--- config.mk ---
export PLATFORM = sky130hd
export DESIGN_NAME = quad_decoder
export DESIGN_NICKNAME = d
export VERILOG_FILES = /design/src/rtl/qdec_pkg.sv /design/src/rtl/qdec_sync.sv /design/src/rtl/quad_decoder.sv
export SDC_FILE = /design/constraint.sdc
export NUM_CORES = 1
export LEC_CHECK = 0
export CORE_MARGIN = 2
export CORE_UTILIZATION = 47
export CTS_CLUSTER_DIAMETER = 50
export DETAILED_ROUTE_END_ITERATION = 10
export PLACE_DENSITY_LB_ADDON = 0.3
export SLEW_MARGIN = 20
export SYNTH_ARGS = -nofsm -noshare
export SYNTH_HDL_FRONTEND = slang
export SYNTH_HIERARCHICAL = 1
export SYNTH_SLANG_ARGS = --single-unit
--- constraint.sdc ---
create_clock -name clk -period 7.2 [get_ports clk]
set_input_delay 1.08 -clock clk [delete_from_list [all_inputs] [get_ports clk]]
set_output_delay 1.08 -clock clk [all_outputs]
set_load 0.1 [all_outputs]
--- src/rtl/qdec_pkg.sv ---
// Shared types and the phase-transition decode function for the quadrature decoder.
// The phase encoding is the raw {A,B} pair, so a synchronized pair can be cast
// directly to phase_e.
package qdec_pkg;

   typedef enum logic [1:0] {
      PH00 = 2'b00,
      PH10 = 2'b10,
      PH11 = 2'b11,
      PH01 = 2'b01
   } phase_e;

   typedef enum logic [1:0] {
      STEP_NONE    = 2'd0,
      STEP_UP      = 2'd1,
      STEP_DOWN    = 2'd2,
      STEP_ILLEGAL = 2'd3
   } step_e;

   // Classify one phase transition.
   // Up order is 00 -> 10 -> 11 -> 01 -> 00, so A leads B.
   // A transition that flips both bits cannot be assigned a direction.
   function automatic step_e decode_step(input phase_e prev, input phase_e curr);
      step_e    result;
      phase_e   up_next;
      result  = STEP_NONE;
      up_next = PH00;
      case (prev)
         PH00:    up_next = PH10;
         PH10:    up_next = PH11;
         PH11:    up_next = PH01;
         PH01:    up_next = PH00;
         default: up_next = PH00;
      endcase
      if (prev == curr) begin
         result = STEP_NONE;
      end else if ((prev ^ curr) == 2'b11) begin
         result = STEP_ILLEGAL;
      end else if (curr == up_next) begin
         result = STEP_UP;
      end else begin
         result = STEP_DOWN;
      end
      return result;
   endfunction

endpackage

--- src/rtl/qdec_sync.sv ---
// Per-channel input synchronizer for the quadrature decoder.
// SYNC_STAGES must be at least 2. The flops carry no reset and sample continuously.
// Optional macro QDEC_GLITCH_FILTER_EN adds a two-cycle stability filter behind
// the synchronizer, which adds one cycle of latency.
module qdec_sync #(
   parameter int SYNC_STAGES = 2
) (
   input  logic clk,
   input  logic async_in,
   output logic sync_out
);

   logic [SYNC_STAGES-1:0] sync_q;
   logic [SYNC_STAGES-1:0] sync_d;

   // Shift the raw input one stage deeper into the synchronizer chain.
   always_comb begin
      sync_d = {sync_q[SYNC_STAGES-2:0], async_in};
   end

   // Synchronizer chain register.
   always_ff @(posedge clk) begin
      sync_q <= sync_d;
   end

`ifdef QDEC_GLITCH_FILTER_EN
   logic last_q;
   logic last_d;
   logic held_q;
   logic held_d;
   logic filt;

   // Accept the synchronized value only once it matches the previous cycle's value.
   // Otherwise keep presenting the last accepted value.
   always_comb begin
      last_d   = sync_q[SYNC_STAGES-1];
      filt     = (sync_q[SYNC_STAGES-1] == last_q) ? sync_q[SYNC_STAGES-1] : held_q;
      held_d   = filt;
      sync_out = filt;
   end

   // Filter history and accepted-value registers.
   always_ff @(posedge clk) begin
      last_q <= last_d;
      held_q <= held_d;
   end
`else
   // Without the filter, the last synchronizer stage drives the decoder directly.
   always_comb begin
      sync_out = sync_q[SYNC_STAGES-1];
   end
`endif

endmodule

--- src/rtl/quad_decoder.sv ---
// Quadrature decoder with a loadable wrap-around position counter.
// A/B are synchronized, and each phase change is compared against the previous phase.
// The result is a step/dir/err event that also drives the counter.
// Optional macro QDEC_GLITCH_FILTER_EN enables the input stability filter in qdec_sync.
module quad_decoder
   import qdec_pkg::*;
#(
   parameter int WIDTH       = 4,
   parameter int SYNC_STAGES = 2
) (
   input  logic             clk,
   input  logic             rst,
   input  logic             ch_a,
   input  logic             ch_b,
   input  logic             load_n,
   input  logic [WIDTH-1:0] data_load,
   input  logic             ce,
   output logic [WIDTH-1:0] count_out,
   output logic             step,
   output logic             dir,
   output logic             err,
   output logic             max_count,
   output logic             zero
);

   logic             a_sync;
   logic             b_sync;
   phase_e           curr_phase;
   step_e            step_kind;

   phase_e           prev_q;
   phase_e           prev_d;
   logic [WIDTH-1:0] count_q;
   logic [WIDTH-1:0] count_d;
   logic             step_q;
   logic             step_d;
   logic             dir_q;
   logic             dir_d;
   logic             err_q;
   logic             err_d;

   qdec_sync #(.SYNC_STAGES(SYNC_STAGES)) u_sync_a (
      .clk      (clk),
      .async_in (ch_a),
      .sync_out (a_sync)
   );

   qdec_sync #(.SYNC_STAGES(SYNC_STAGES)) u_sync_b (
      .clk      (clk),
      .async_in (ch_b),
      .sync_out (b_sync)
   );

   // Form the current phase, then derive the next phase/counter/event state.
   // A load takes priority over counting, but the decoded step still pulses.
   always_comb begin
      curr_phase = phase_e'({a_sync, b_sync});
      step_kind  = decode_step(prev_q, curr_phase);
      prev_d     = curr_phase;
      step_d     = (step_kind == STEP_UP) || (step_kind == STEP_DOWN);
      err_d      = (step_kind == STEP_ILLEGAL);
      dir_d      = dir_q;
      if (step_kind == STEP_UP) begin
         dir_d = 1'b1;
      end else if (step_kind == STEP_DOWN) begin
         dir_d = 1'b0;
      end
      count_d = count_q;
      if (!load_n) begin
         count_d = data_load;
      end else if (ce && (step_kind == STEP_UP)) begin
         count_d = count_q + WIDTH'(1);
      end else if (ce && (step_kind == STEP_DOWN)) begin
         count_d = count_q - WIDTH'(1);
      end
   end

   // State register. Reset tracks the live phase so no event appears on release.
   always_ff @(posedge clk) begin
      if (rst) begin
         prev_q  <= curr_phase;
         count_q <= '0;
         step_q  <= 1'b0;
         dir_q   <= 1'b0;
         err_q   <= 1'b0;
      end else begin
         prev_q  <= prev_d;
         count_q <= count_d;
         step_q  <= step_d;
         dir_q   <= dir_d;
         err_q   <= err_d;
      end
   end

   // Drive outputs from registered state; the flags decode the position value directly.
   always_comb begin
      count_out = count_q;
      step      = step_q;
      dir       = dir_q;
      err       = err_q;
      zero      = (count_q == '0);
      max_count = (count_q == '1);
   end

endmodule

Yosys cells after proc, flatten, opt, wreduce, memory -nomap -nowiden:

Cells that the tools add are included.

* memory bits (read-only): 0
* output and inout bits: 9
* flip-flop bits (word level): 13
* RAM bits: 0
* bits in latches: 0
* memories kept: 0
* logic and storage cells: 36

* equal/unequal tests: 11
* divide/modulo/power cells: 0
* reduce and logical (&&, ||, !) cells: 6
* shift-type cells: 0
* muxes and demuxes: 9
* multipliers: 0
* order comparisons: 0
* add/subtract/negate cells: 2
* bitwise operators: 1

Operator list (number)
* 2-to-1 mux 4 bit: 3
* equality test 2 bit, second input constant: 5
* one-hot mux 2 bit (4 select lines): 1
* 2-to-1 mux 2 bit: 3
* adder 4 x 1 -> 4 bit, second input constant: 1
* equality test 2 x 1 -> 1 bit, second input constant: 2
* equality test 2 bit: 2
* equality test 4 bit, second input constant: 1
* zero test 4 bit: 1
* subtractor 4 x 1 -> 4 bit, second input constant: 1
* != test 3 x 1 -> 1 bit, second input constant: 1
* logical AND 1 bit: 2
* zero test 2 bit: 1
* 2-to-1 mux 1 bit: 2
* nonzero test 2 bit: 1
* XOR 2 bit: 1
* logical OR 1 bit: 1

Depth between registers and ports, before layout:

* depth after elaboration: 11
* depth in mapped cells: 12
* gate-level depth less buffers: 11

Hierarchy:

The synthesis kept the hierarchy.

Modules (own cells, without submodules)
* quad_decoder: cells each 56, instances 1, area each 548.0 µm²
* qdec_sync: cells each 2, instances 2, area each 40.0 µm²

Least setup slack after synthesis:

OpenSTA, ideal clock, no wires.

* kind: register to output
* start point: reg count_q[3], in the netlist count_out[3]
* end point: out zero
* arrival: 3.734 ns
* setup slack: 2.386 ns
* data required time: 6.120 ns
* buffers on the path: 0
* stages on the path, launching flop included: 2
* cells stage by stage: dfxtp_1 nor4_1

* cells in the longest elaborated chain, start to end: 1

Ends and longest elaborated chain
* start, declared: RTL line quad_decoder.sv:33 `logic [WIDTH-1:0] count_q;`
* start signal, assigned: RTL line quad_decoder.sv:88 `count_q <= count_d;`
* zero test 4 bit: RTL line quad_decoder.sv:101 `zero = (count_q == '0);`
* end, declared: RTL line quad_decoder.sv:23 `output logic zero`

No other way between the ends.

Worst setup path in the final report:

Ends and elaborated chain as after synthesis.

==> run_results.csv <==
group,metric,value,unit
floorplanning,dieHeight,40.6,um
worst_setup_path,critPathBufInv,1,
floorplanning,die-area,1640,um^2
routing,post_drt_via_cell_ratio,5.14,
logic_synthesis,syn-num-nets,75,
worst_setup_path,r2r_end,"count_out[2]",
clock_tree,cts_made_buffers,3,
logic_synthesis,ys_top_cells_by_count,"13 x dfxtp_1, 5 x nor2_1, 4 x ha_1, 4 x mux2i_1",
sta,hold_viol_final,0,
logic_synthesis,ys_seq_area_frac,0.414,
min_path,worstHoldStart,"u_sync_b/sync_q[0]",
min_path,hold_class,"register to register",
logic_synthesis,ys_warn_count,6,
floorplanning,coreArea,1270,um^2
worst_setup_path,cpPeakStageDelay,1.18,ns
logic_synthesis,ys_ff_latch,13,
worst_setup_path,crit_path_top_delay_cell,"clkdlybuf4s50_1",
sta,finalSetupTns,0,ns
global_route,antenna_found_initial,0,
finish,drive_gt1_frac,0.0759,
logic_synthesis,netlist_instances,60,
sta,max_freq,312,MHz
logic_synthesis,synth_edf_count,0,
routing,wirelength,1.07,mm
floorplanning,start_util,0.495,
worst_setup_path,reg2reg_depth,11,
global_route,grt_pass1_vias,371,
power,power_leakage,0.000348,uW
routing,firstDrtPassIters,4,
clock_tree,clk_latency,0.28,ns
global_route,grt-ovfl-total,0,
worst_setup_path,rrSetupSlack,4.79,ns
worst_setup_path,worstPathArrival,2.13,ns
placement,portBuffers,18,
global_route,grt_usage,0.165,
placement,gp_congestion,0.705,
sta,min_period,3.21,ns
power,pwr-share-seq,0.409,
logic_synthesis,ys_types,30,
placement,pre_cts_ws,4.26,ns
power,peakVddDrop,0.140,mV
clock_tree,clock_path_buffers,2,
sta,rsz0062_at_grt,"no",
logic_synthesis,yosys.area.top_type,"dfxtp_1",
clock_tree,cts_hold_buf,0,
clock_tree,cts-htree-levels,1,
clock_tree,clk_pin_slew,0.09,ns
finish,fillers,111,
sta,setup_viol,0,
sta,fin_skew,0.0104,ns
power,power_density,243,nW/um^2
worst_setup_path,crit_path_cell_trace,"nor4_1, clkdlybuf4s50_1",
floorplanning,rows,13,
logic_synthesis,yosys-top-cells-area,"dfxtp_1 41%, ha_1 8.0%, mux2i_1 6.4%",
power,switchingPower,79.2,uW
worst_setup_path,cp-end-kind,"primary output",
routing,antenna_left,0,
worst_setup_path,cp_max_fo,5,
logic_synthesis,yosysMostFrequentCell,"dfxtp_1",
global_route,grt_max_degree,9,
worst_setup_path,worstSetupPathType,"register to primary output",
sta,slew_viol_final,0,
clock_tree,cts_tree,"yes",
sta,max-slew-margin-rel,0.354,
sta,timing.final.crit_share,0.445,
routing,post_drt_wl_per_cell,11.4,um
sta,fin_ws,3.99,ns
routing,num_vias,483,
run,cap_violations,0,
clock_tree,cts.sinks,13,
floorplanning,ios,19,
worst_setup_path,start_kind,"register",
worst_setup_path,cp.required,6.12,ns
routing,drc_errors,0,
status,status,"completed",
sta,worst_pin_slew,0.966,ns
power,p_clk_frac,0.225,
worst_setup_path,r2r-start,"u_sync_b/sync_q[1]",
power,combPwrFrac,0.366,
floorplanning,fp.dieW,40.6,um
finish,syn2layout_area_growth,33.7,%
power,switching_share,0.388,
clock_tree,cts_setup_buffers,0,
logic_synthesis,async_flop_share,0,
min_path,holdPathEnd,"u_sync_b/sync_q[1]",
worst_setup_path,critical-path-top-delay-family,"buffers and inverters",
finish,diodes,0,
logic_synthesis,netlist_area,628,um^2
clock_tree,post_cts_resized,0,
logic_synthesis,avgSynthCellArea,10.5,um^2
logic_synthesis,ys.flop_type,"dfxtp_1",
global_route,grt_pass1_wl,1.68,mm
finish,nNetsFinal,95,
min_path,min_path_cells,0,
logic_synthesis,synth_top_area_frac,0.414,
placement,dp_hpwl,783,um
routing,drt_iter0_markers,5,
clock_tree,clock-root-buffer,"clkbuf_4",
power,p_int,125,uW
[routing by layer]
layer / wire [um] / vias up / GRT usage
met5: 0 / - / 0
met4: 10 / 0 / 0.100
met3: 56 / 2 / 0.0333
met2: 490 / 15 / 0.226
met1: 513 / 218 / 0.232
li1: - / 248 / -
[layout make-up]
cell class	instances	area [um^2]	area share
Multi-Input combinational cell	42	347	0.413
Sequential cell	13	260	0.310
Timing Repair Buffer	18	180	0.215
Clock buffer	4	26.3	0.0313
Tap cell	15	18.8	0.0224
Inverter	2	7.51	0.00894
[state kept, by name, indices dropped and copies added, names as in the netlist]
name	cells
u_sync_a/sync_q	2
prev_q	2
step	1
dir	1
count_out	4
u_sync_b/sync_q	2
err	1
[power groups by stage]
stage / Combinational [uW] / Sequential (uW) / Clock [uW]
finish: 74.8 / 83.4 / 45.9
global placement: 74.3 / 84.9 / 0
floorplan: 32.8 / 110 / 0
CTS: 75.3 / 83.4 / 47.5
detailed placement: 75.1 / 85.0 / 0
global route: 79.3 / 84.4 / 49.8
[how the worst max path moves through the flow]
stage,start,to,depth (start not counted)
6_report,count_out[3],zero,2
5_1_grt,count_out[1],zero,2
4_1_cts,count_out[3],zero,2
3_5_place_dp,ce,count_out[2],7
3_3_place_gp,ce,count_out[2],7
2_1_floorplan,count_out[3],zero,1
[cell usage in the layout, fill, tap and decap left out, types with 2 or more instances in the layout]
cell type	instances
inv_1	2
clkbuf_4	3
nor2_1	5
o21a_1	2
mux2i_1	4
xor2_1	2
xnor2_1	3
dfxtp_1	13
clkdlybuf4s50_1	18
nand2_1	3
ha_1	4
[worst reg2reg max path: cells and delay by family, from the launching register on]
family / cells / cell delay [ns]
adders and majority gates: 2 / 0.64
muxes: 2 / 0.40
and+or+nand+nor: 4 / 0.45
AOI/OAI and AO/OA: 1 / 0.13
buffers and inverters: 1 / 0.06
xor gates and xnor gates: 1 / 0.16
DFF: 1 / 0.46
[metrics by stage]
step	util	instances	instance area, um^2	hold WS [ns]	total power (uW)
finish	0.662	94	840	0.330	204
detailed placement	0.641	90	813	0.314	160
floorplan	-	60	628	0.310	142
global route	0.662	94	840	0.333	214
CTS	0.662	94	840	0.332	206
global placement	0.641	90	813	0.310	159
[cell families (layout without fill, tap and decap cells)]
| group | after synthesis | count (layout) | synth area share |
|---|---|---|---|
| fa+ha+maj | 5 | 5 | 0.112 |
| buf+inv | 5 | 24 | 0.0339 |
| xor+xnor | 6 | 6 | 0.0956 |
| compound gates | 11 | 11 | 0.141 |
| mux | 5 | 5 | 0.0817 |
| flops | 13 | 13 | 0.414 |
| simple gates | 15 | 15 | 0.122 |
(Power assumes the default switching activity.)
==> edit 1: new RTL, same settings <==
`SYNC_STAGES` is set to 2 in 2 places; all go to 4. Comments in the files are not updated.
--- a/src/rtl/qdec_sync.sv
+++ b/src/rtl/qdec_sync.sv
@@ -5,3 +5,3 @@
 module qdec_sync #(
-   parameter int SYNC_STAGES = 2
+   parameter int SYNC_STAGES = 4
 ) (
--- a/src/rtl/quad_decoder.sv
+++ b/src/rtl/quad_decoder.sv
@@ -8,3 +8,3 @@
    parameter int WIDTH       = 4,
-   parameter int SYNC_STAGES = 2
+   parameter int SYNC_STAGES = 4
 ) (
Behaviour: not the same (a bounded check fails within 4 cycles, from zero or initial values and one cycle with rst high).
==> edit 1 against the original RTL <==
Via count increased by 7.7%; power increased by 15%; combinational power grew 0.8%; clock power increased by 12%; area after synthesis rose by 13%; count of clock-buffer cells in the layout down 1; die area up 11%; cell area is 9.8% higher; routed wire length grew 15%; sequential cell count increased by 4; setup slack got worse by 0.033 ns; highest routed layer unchanged.
==> edit 1: results (changes against the original RTL) <==
[logic_synthesis]
ys_seq_area_share_pct=48.1  ; was 41.4%
synth.top_cell.area_share_pct=48.1  ; was 41.4%
netlist_area_um2=708  ; was 628 um^2
synth_compound_area_share_pct=12.5  ; was 14.1%
synthAdderAreaFrac_pct=9.89  ; was 11.2%
synth-seq-cells=17  ; was 13

[worst_hold_path]
min_to=u_sync_b/sync_q[3]$_DFF_P_  ; was u_sync_b/sync_q[1]$_DFF_P_
hp-start=u_sync_b/sync_q[2]$_DFF_P_  ; was u_sync_b/sync_q[0]$_DFF_P_

[pwr]
p_seq_share_pct=45.7  ; was 40.9%
vdd_drop_max_mv=0.163  ; was 0.140 mV
total_leakage_power_nw=0.385  ; was 0.348 nW
total_switching_power_uw=86.7  ; was 79.2 uW
combPwrFrac_pct=32.2  ; was 36.6%
powerDensity_nw_per_um2=254  ; was 243 nW/um^2

[finish]
clk_share_pct=2.99  ; was 3.13%
final_nets=99  ; was 95

[timing]
skew_ns=0.00753  ; was 0.0104 ns

[drt]
drt_wl_total_um=1230  ; was 1070 um
vias=520  ; was 483
met2RoutedLength_um=592  ; was 490 um
viasPerCell=5.25  ; was 5.14

[grt]
grt_pass1_vias=502  ; was 371
grt_usage_pct=15.5  ; was 16.5%
grt_pass1_wl_um=2080  ; was 1680 um
grt_use_met2_pct=25.8  ; was 22.6%

[placed_design]
gp_congestion=0.736  ; was 0.705
pre_cts_ws_ns=4.26  ; about the same

[outcome]
status=finished clean  ; unchanged

[edit 1: cell count changes in the layout (fill, tap and decap cells not counted)]
cell      change
clkinv_2      +1
clkbuf_1      -1
dfxtp_1       +4
[edit 1: kinds of logic (layout without fill, tap and decap cells)]
family          count (synthesis)  in the layout
compound gates                 11             11
xor+xnor                        6              6
fa+ha+maj                       5              5
buf+inv                         5             24
flops                          17             17
mux                             5              5
simple gates                   15             15
[edit 1: worst max path at each step]
stage	startpoint	to	slack, ns	depth (start not counted)
floorplan	count_out[3]$_SDFFE_PP0P_	zero	2.39	1
global placement	ce	count_out[2]$_SDFFE_PP0P_	4.29	7
detailed placement	ce	count_out[2]$_SDFFE_PP0P_	4.26	7
CTS	count_out[0]$_SDFFE_PP0P_	max_count	3.96	2
global route	count_out[3]$_SDFFE_PP0P_	zero	3.80	2
finish	count_out[3]$_SDFFE_PP0P_	zero	3.96	2
[edit 1: worst max-delay path: stages, from the launching register on]
cell	delay, ns
dfxtp_1	0.38
nor4_1	0.30
clkdlybuf4s50_1	1.18
==> edit 2: new RTL, same settings <==
Without the edit above. Put a register stage on the output `count_out`, without a reset. The value now appears one clock later. The other outputs are not delayed to match.
--- a/src/rtl/quad_decoder.sv
+++ b/src/rtl/quad_decoder.sv
@@ -24,2 +24,4 @@
 );
+
+   logic [WIDTH-1:0] count_c;
 
@@ -96,3 +98,3 @@
    always_comb begin
-      count_out = count_q;
+      count_c = count_q;
       step      = step_q;
@@ -104,2 +106,6 @@
 
+   always_ff @(posedge clk) begin
+      count_out <= count_c;
+   end
+
 endmodule
Check against the original RTL: not equivalent (a bounded check fails within 4 cycles, from zero or initial values and one cycle with rst high).
==> edit 2 against the original RTL <==
Sequential cell count grew 4; setup slack lost 0.025 ns; cell area grew 9.8%; largest power group unchanged; fmax shrank 0.78%; sequential power grew 29%; power grew 14%; routed wire length shrank 0.65%; die area grew 11%; area after synthesis grew 13%.
==> edit 2: results (changes against the original RTL) <==
[logic_synthesis]
ys_warn_count=6  ; unchanged
synth.net_count=79  ; was 75
synth.distinct_cells=30  ; unchanged
synth.top_cell.area_share_pct=48.1  ; was 41.4%
ys_seq_area_share_pct=48.1  ; was 41.4%
yosys-top-cells-area=dfxtp_1 48%, ha_1 7.1%, mux2i_1 5.7%  ; was dfxtp_1 41%, ha_1 8.0%, mux2i_1 6.4%
synth_edf_count=0  ; unchanged
synthTopCellsByCount=17 x dfxtp_1, 5 x nor2_1, 4 x ha_1, 4 x mux2i_1  ; was 13 x dfxtp_1, 5 x nor2_1, 4 x ha_1, 4 x mux2i_1
avgSynthCellArea_um2=11.1  ; was 10.5 um^2

[placed_design]
pre_cts_ws_ns=4.23  ; was 4.26 ns
gp_congestion=0.766  ; was 0.705
dp.cells=95  ; was 90
placed_area_um2=895  ; was 813 um^2
port-buffer-count=18  ; unchanged
dpl.hpwl_um=841  ; was 783 um

[timing]
setup_slack_ns=3.97  ; was 3.99 ns
relSlewSlack_pct=35.4  ; about the same
skew_ns=0.00777  ; was 0.0104 ns

[finish]
final_nets=99  ; was 95
num_antenna_cells=0  ; unchanged
layout-drive-gt1-share_pct=8.43  ; was 7.59%

[outcome]
status=finished clean  ; unchanged

[setup_path]
crit_family=buffers and inverters  ; unchanged
r2r_cells=11  ; unchanged
critical_path.max_stage_delay_ns=1.18  ; about the same
endpoint=zero  ; unchanged
worstPathMaxFanout=6  ; was 5
rrSetupSlack_ns=4.77  ; was 4.79 ns
cp.arrival_ns=2.15  ; was 2.13 ns
cp-startpoint=count_c[0]$_SDFFE_PP0P_  ; was count_out[3]$_SDFFE_PP0P_
r2r_end=count_c[2]$_SDFFE_PP0P_  ; was count_out[2]$_SDFFE_PP0P_

[cts]
cts_resized=0  ; unchanged
clk_path_buf_depth=2  ; unchanged
clk_latency_ns=0.29

[grt]
grt_pass1_vias=476  ; was 371
grt_usage_pct=14.1  ; was 16.5%
grt_max_degree=11  ; was 9
grt_pass1_wl_um=1940  ; was 1680 um

[drt]
viasPerCell=5.28  ; was 5.14
vias=523  ; was 483
firstDrtPassIters=2  ; was 4
drt_wl_total_um=1070  ; about the same
drt_iter0_drc=5  ; unchanged

[pwr]
total_leakage_power_nw=0.384  ; was 0.348 nW
vdd_drop_max_mv=0.127  ; was 0.140 mV

[worst_hold_path]
hp-start=u_sync_b/sync_q[0]$_DFF_P_  ; unchanged

## edit 2: how the worst min path moves through the flow
stage,depth (start not counted),end,slack [ns]
5_1_grt,0,u_sync_a/sync_q[1]$_DFF_P_,0.34
3_5_place_dp,0,u_sync_b/sync_q[1]$_DFF_P_,0.31
3_3_place_gp,0,u_sync_b/sync_q[1]$_DFF_P_,0.31
2_1_floorplan,0,u_sync_a/sync_q[1]$_DFF_P_,0.31
6_report,0,u_sync_b/sync_q[1]$_DFF_P_,0.33
4_1_cts,0,u_sync_b/sync_q[1]$_DFF_P_,0.34
## edit 2: power by group
group / leakage (nW) / internal [mW] / switching (mW)
Clock: 0.0177 / 0.0207 / 0.0294
Combinational: 0.225 / 0.0261 / 0.0490
Sequential: 0.142 / 0.102 / 0.00624
## edit 2: kinds of logic (layout without fill, tap and decap cells)
logic type               count (synthesis)  after routing  synth area share [%]
AO/OA/AOI/OAI                           11             11                  12.5
XOR/XNOR                                 6              6                  8.48
adder cells (fa/ha/maj)                  5              5                  9.89
buffers and inverters                    5             24                  3.00
flip-flops                              17             17                  48.1
multiplexers                             5              5                  7.24
AND/OR/NAND/NOR                         15             15                  10.8
## edit 2: cell type report
type / instances / area, um^2
Inverter: 2 / 7.51
Sequential cell: 17 / 340
Multi-Input combinational cell: 42 / 347
Timing Repair Buffer: 18 / 180
Clock buffer: 3 / 22.5
Clock inverter: 1 / 5.00
Fill cell: 133 / 532
Tap cell: 16 / 20.0
## edit 2: per-layer routing
metal | vias up | track usage (%) | wire (um)
met5 | - | 0 | 0
met4 | 0 | 7.50 | 17
met3 | 3 | 2.98 | 73
met2 | 18 | 22.4 | 509
met1 | 241 | 17.7 | 465
li1 | 261 | - | -
